--- src/rtl/seg7_scan_driver_if.sv ---
// Valid/ready word bus between the stopwatch (master) and the display scanner (slave).
// Carries one 4-digit BCD word per accepted transfer.
interface seg7_scan_driver_if;
  logic [15:0] data_in;
  logic        data_valid;
  logic        data_ready;

  modport master (
    output data_in,
    output data_valid,
    input  data_ready
  );

  modport slave (
    input  data_in,
    input  data_valid,
    output data_ready
  );
endinterface

--- src/rtl/seg7_scan_driver.sv ---
// Multiplexed 4-digit common-anode 7-segment driver with frame-aligned word updates.
// Optional PWM dimming is enabled by defining SEG7_DIM_EN (adds the brightness input).
module seg7_scan_driver #(
  parameter int DIGIT_CYCLES = 100000,
  parameter int GUARD_CYCLES = 2
) (
  input  logic                clk,
  input  logic                rst,
  seg7_scan_driver_if.slave   bus,
  input  logic                blank_lz,
  input  logic [3:0]          dp_mask,
`ifdef SEG7_DIM_EN
  input  logic [3:0]          brightness,
`endif
  output logic [6:0]          seg,
  output logic                dp,
  output logic [3:0]          an,
  output logic                frame_tick
);

  localparam int CW = (DIGIT_CYCLES > 1) ? $clog2(DIGIT_CYCLES) : 1;
  localparam logic [CW-1:0] CNT_LAST  = CW'(DIGIT_CYCLES - 1);
  localparam logic [CW-1:0] GUARD_END = CW'(GUARD_CYCLES);

  logic [CW-1:0] cnt_q, cnt_d;
  logic [1:0]    idx_q, idx_d;
  logic [15:0]   active_q, active_d;
  logic [15:0]   pend_q, pend_d;
  logic          pendFull_q, pendFull_d;
  logic [6:0]    seg_q, seg_d;
  logic          dp_q, dp_d;
  logic [3:0]    an_q, an_d;
  logic          tick_q, tick_d;
`ifdef SEG7_DIM_EN
  logic [3:0]    pwm_q;
`endif

  logic          boundary;
  logic          inGuard;
  logic          digitOn;
  logic [3:0]    nibble;
  logic [3:0]    nibZero;
  logic [3:0]    blanked;

  function automatic logic [6:0] decodeBcd(input logic [3:0] n);
    case (n)
      4'd0:    decodeBcd = 7'b1000000;
      4'd1:    decodeBcd = 7'b1111001;
      4'd2:    decodeBcd = 7'b0100100;
      4'd3:    decodeBcd = 7'b0110000;
      4'd4:    decodeBcd = 7'b0011001;
      4'd5:    decodeBcd = 7'b0010010;
      4'd6:    decodeBcd = 7'b0000010;
      4'd7:    decodeBcd = 7'b1111000;
      4'd8:    decodeBcd = 7'b0000000;
      4'd9:    decodeBcd = 7'b0010000;
      default: decodeBcd = 7'b0111111;
    endcase
  endfunction

  assign bus.data_ready = ~pendFull_q;
  assign seg            = seg_q;
  assign dp             = dp_q;
  assign an             = an_q;
  assign frame_tick     = tick_q;

  // Output decode for the slot the counter is in now; registered, so pins lag by one clock.
  always_comb begin
    nibble = 4'd0;
    case (idx_q)
      2'd0: nibble = active_q[3:0];
      2'd1: nibble = active_q[7:4];
      2'd2: nibble = active_q[11:8];
      2'd3: nibble = active_q[15:12];
      default: nibble = 4'd0;
    endcase

    nibZero[0] = (active_q[3:0]   == 4'd0);
    nibZero[1] = (active_q[7:4]   == 4'd0);
    nibZero[2] = (active_q[11:8]  == 4'd0);
    nibZero[3] = (active_q[15:12] == 4'd0);

    blanked[3] = blank_lz & nibZero[3];
    blanked[2] = blanked[3] & nibZero[2];
    blanked[1] = blanked[2] & nibZero[1];
    blanked[0] = 1'b0;

    inGuard  = (cnt_q < GUARD_END);
    boundary = (idx_q == 2'd3) && (cnt_q == CNT_LAST);

`ifdef SEG7_DIM_EN
    digitOn = ~blanked[idx_q] & (pwm_q <= brightness);
`else
    digitOn = ~blanked[idx_q];
`endif

    seg_d  = (inGuard || blanked[idx_q]) ? 7'h7F : decodeBcd(nibble);
    an_d   = (inGuard || !digitOn) ? 4'hF : ~(4'b0001 << idx_q);
    dp_d   = inGuard ? 1'b1 : ~dp_mask[idx_q];
    tick_d = boundary;
  end

  // Scan position and word buffering; a pending word only moves to active at a frame boundary.
  always_comb begin
    cnt_d      = cnt_q;
    idx_d      = idx_q;
    active_d   = active_q;
    pend_d     = pend_q;
    pendFull_d = pendFull_q;

    if (cnt_q == CNT_LAST) begin
      cnt_d = '0;
      idx_d = idx_q + 2'd1;
    end else begin
      cnt_d = cnt_q + 1'b1;
    end

    if (boundary && pendFull_q) begin
      active_d   = pend_q;
      pendFull_d = 1'b0;
    end else if (bus.data_valid && !pendFull_q) begin
      pend_d     = bus.data_in;
      pendFull_d = 1'b1;
    end
  end

  always_ff @(posedge clk or posedge rst) begin
    if (rst) begin
      cnt_q      <= '0;
      idx_q      <= 2'd0;
      active_q   <= 16'h0000;
      pend_q     <= 16'h0000;
      pendFull_q <= 1'b0;
      seg_q      <= 7'h7F;
      dp_q       <= 1'b1;
      an_q       <= 4'hF;
      tick_q     <= 1'b0;
    end else begin
      cnt_q      <= cnt_d;
      idx_q      <= idx_d;
      active_q   <= active_d;
      pend_q     <= pend_d;
      pendFull_q <= pendFull_d;
      seg_q      <= seg_d;
      dp_q       <= dp_d;
      an_q       <= an_d;
      tick_q     <= tick_d;
    end
  end

`ifdef SEG7_DIM_EN
  always_ff @(posedge clk or posedge rst) begin
    if (rst) begin
      pwm_q <= 4'd0;
    end else begin
      pwm_q <= pwm_q + 4'd1;
    end
  end
`endif

endmodule

--- src/flat_wrapper.sv ---
// flat-port wrapper written by rule: the top's interface ports become plain ports
module seg7_scan_driver_flat 
#(
  parameter int DIGIT_CYCLES = 100000,
  parameter int GUARD_CYCLES = 2
)
  (clk, rst, blank_lz, dp_mask, seg, dp, an, frame_tick, bus_data_in, bus_data_valid, bus_data_ready);
  seg7_scan_driver_if bus_i ();
  input  logic clk;
  input  logic rst;
  input  logic blank_lz;
  input  logic [3:0] dp_mask;
  output logic [6:0] seg;
  output logic dp;
  output logic [3:0] an;
  output logic frame_tick;
  input wire logic [$bits(bus_i.data_in)-1:0] bus_data_in;
  input wire logic [$bits(bus_i.data_valid)-1:0] bus_data_valid;
  output wire logic [$bits(bus_i.data_ready)-1:0] bus_data_ready;
  assign bus_i.data_in = bus_data_in;
  assign bus_i.data_valid = bus_data_valid;
  assign bus_data_ready = bus_i.data_ready;
  seg7_scan_driver #(.DIGIT_CYCLES(DIGIT_CYCLES), .GUARD_CYCLES(GUARD_CYCLES)) u_core (.clk(clk), .rst(rst), .bus(bus_i), .blank_lz(blank_lz), .dp_mask(dp_mask), .seg(seg), .dp(dp), .an(an), .frame_tick(frame_tick));
endmodule
--- config.mk ---
export PLATFORM = sky130hd
export DESIGN_NAME = seg7_scan_driver_flat
export DESIGN_NICKNAME = d
export VERILOG_FILES = /design/src/rtl/seg7_scan_driver_if.sv /design/src/rtl/seg7_scan_driver.sv /design/src/flat_wrapper.sv
export SDC_FILE = /design/constraint.sdc
export NUM_CORES = 1
export LEC_CHECK = 0
export ABC_AREA = 1
export CELL_PAD_IN_SITES_DETAIL_PLACEMENT = 1
export CELL_PAD_IN_SITES_GLOBAL_PLACEMENT = 1
export CORE_MARGIN = 4
export CORE_UTILIZATION = 35
export CTS_CLUSTER_SIZE = 10
export DETAILED_ROUTE_END_ITERATION = 7
export PLACE_DENSITY = 0.75
export SLEW_MARGIN = 30
export SYNTH_ARGS = -nofsm -noshare
export SYNTH_HDL_FRONTEND = slang
export SYNTH_SLANG_ARGS = --single-unit
--- constraint.sdc ---
create_clock -name clk -period 3.9 [get_ports clk]
set_input_delay 0.39 -clock clk [delete_from_list [all_inputs] [get_ports clk]]
set_output_delay 0.39 -clock clk [all_outputs]
set_load 0.03 [all_outputs]
==> metrics.yaml <==
finClkSkew_ps: 8.80
coreArea_sq_um: 8890
vias: 2576
multi_input_comb_area_sq_um: 1410
critical-path-slowest-cell: "dfrtp_1"
drv_cap: 0
synth_mux_area_share_pct: 5.55
synth_warnings: 0
cts-resized-gates: 0
async_flop_share_pct: 100
synthToLayoutAreaGrowth_pct: 22.0
holdBufCountCts: 0
diodes: 0
grt_start_max_net_pins: 53
ios: 38
cts_tree: "done"
synthAdderAreaFrac_pct: 3.47
htree_levels: 3
avgRoutedWirePerCell_um: 13.9
cts-root-buf: "clkbuf_8"
p_per_area_nw_per_um2: 371
synth-edff-count: 0
relSlewSlack_pct: 52.3
clk_latency_ps: 350
syn_nets: 411
dr.pass1.iters: 4
synth_cells: 378
cts.sinks: 65
antenna_found_initial: 0
syn_area_sq_um: 3250
status: "completed"
p_leak_uw: 0.00194
ir_drop_mv: 0.173
routed_wl_um: 7450
grt_pass1_wl_um: 13400
synth_top_area_cell: "dfrtp_1"
grt_pass1_vias: 2776
viasPerCell: 4.81
finalSetupViolations: 0
fin_nets: 455
synth_xor_area_share_pct: 2.16
dp_hpwl_um: 5720
finalHoldViolations: 0
synth_compound_area_share_pct: 3.04
startpoint_type: "register"
period_needed_ps: 2330
drc: 0
dp.cells: 519
yosysTopAreaCellShare_pct: 40.8
timing.hold.ws_ps: 484
cts_buffers: 9
cp_max_fo: 20
final_util_pct: 44.6
crit_family: "flip-flops"
crit_required_ps: 3510
fillers: 1056
period_share_pct: 59.7
end_kind: "primary output"
dieArea_sq_um: 10900
slew_violations: 0
power.total_uw: 1470
synth_flop_cell: "dfrtp_1"
synth-seq-area-share_pct: 50.6
detail-route-antenna-nets: 0
yosys-top-cells-area: "dfrtp_1, nand2_1, dfstp_2, mux2_2, nor2_1"
globalplace.congestion: 0.868
tightestPinTransition_ps: 715
synth_cell_types: 27
critical_path_arrival_ps: 1940
row_count: 34
setup_tns_ps: 0
cp.buffers_inverters: 2
postCtsSetupBuffers: 0
synth.ff_latch_count: 65
drive_above_1_share_pct: 13.3
fmax_mhz: 430
instances_no_fill: 535
seqCellArea_sq_um: 1640
port_buffers: 37
ys_top_cells_by_count: "nand2_1, dfrtp_1, nor2_1, inv_1, nand3_1"
grt.total_usage_pct: 15.0
rsz0062_at_grt: "no"
avgSynthCellArea_sq_um: 8.59
yosys.area_share.simple_pct: 29.1
cts.path.max_buffers: 2
grt_overflow: 0
path_cells: "inv_1 -> clkdlybuf4s50_1"
chipWidth_um: 104
yosysMostFrequentCell: "nand2_1"
die_h_um: 104
path_class: "reg2out"
hold_class: "reg2reg"
max_stage_delay_ps: 810
path_clk_slew_ps: 80
synth_top_family_by_area: "simple AND/OR/NAND/NOR gates"
drt_iter0_markers: 84
start_util_pct: 36.5
[per-layer routing]
layer  share of wire, %  vias up  track usage [%]  wire (um)
met4                1.2        0             4.75         87
met2                 48       38             24.4       3550
met1                 47     1249             19.5       3530
met3                3.8        8             4.03        280
met5                  0        -                0          0
li1                   -     1281                -          -
[path summary, 6_finish.rpt]
path                                         from                  to  slack, ps  depth (start not counted)
worst max-delay path            u_core.pendFull_q      bus_data_ready       1570                          2
worst min-delay path              u_core.cnt_q[0]     u_core.cnt_q[0]        480                          1
worst max register to register    u_core.idx_q[0]       u_core.seg[3]       1750                         11
worst min register to register    u_core.cnt_q[0]     u_core.cnt_q[0]        480                          1
max in group asynchronous                     rst  u_core.active_q[8]       2780                          3
min in group asynchronous                     rst   u_core.pend_q[13]        490                          2
[placed cells by master, fill, tap and decap left out, types with 2 or more instances in the layout]
master           instances
a21oi_1                  6
clkdlybuf4s50_1         37
bufinv_16                3
o21bai_1                 2
clkbuf_8                 9
dfstp_2                 12
nor3_1                   6
ha_1                     9
inv_6                    3
xor2_1                   8
o21ai_0                  5
nand2_1                117
or2_2                    2
nor2_4                   2
inv_1                   37
o22ai_1                  2
dfrtp_1                 53
nor2_1                  48
mux2_2                  16
nand3_1                 33
nand4_1                  6
[per-stage QoR]
| step | area, sq um | setup WS [ps] |
|---|---|---|
| 5_1_grt | 3960 | 1450 |
| 3_5_place_dp | 3710 | 1760 |
| 3_3_place_gp | 3710 | 1920 |
| 6_report | 3960 | 1570 |
| 4_1_cts | 3960 | 1550 |
| 2_1_floorplan | 3250 | 1900 |
[cell type report]
class / instances / area share (%)
inverter: 40 / 3.85
timing repair buffer: 38 / 9.54
clock inverter: 7 / 3.16
clock buffer: 9 / 3.13
tap: 108 / 3.41
sequential: 65 / 41.4
multi-input combinational: 268 / 35.5
[power by group]
part | total, uW | switching, uW | leakage (uW) | internal (uW)
logic | 54.5 | 22.2 | 0.000983 | 32.4
clock network | 717 | 285 | 0.000125 | 432
registers | 697 | 7.56 | 0.000831 | 689
total | 1470 | 315 | 0.00194 | 1150
[registers in the layout, indices dropped and copies added (netlist names)]
register and flops:
u_core.an 4, u_core.dp 1, u_core.frame_tick 1, u_core.idx_q 2, u_core.active_q 16, u_core.pend_q 16, u_core.cnt_q 17, u_core.pendFull_q 1
u_core.seg 7
[kinds of logic after synthesis]
group	after synthesis
AOI/OAI and AO/OA	16
adders and majority gates	9
and+or+nand+nor	219
buffers and inverters	45
xor gates and xnor gates	8
DFF	65
muxes	16
Power figures use the tool's default switching activity.
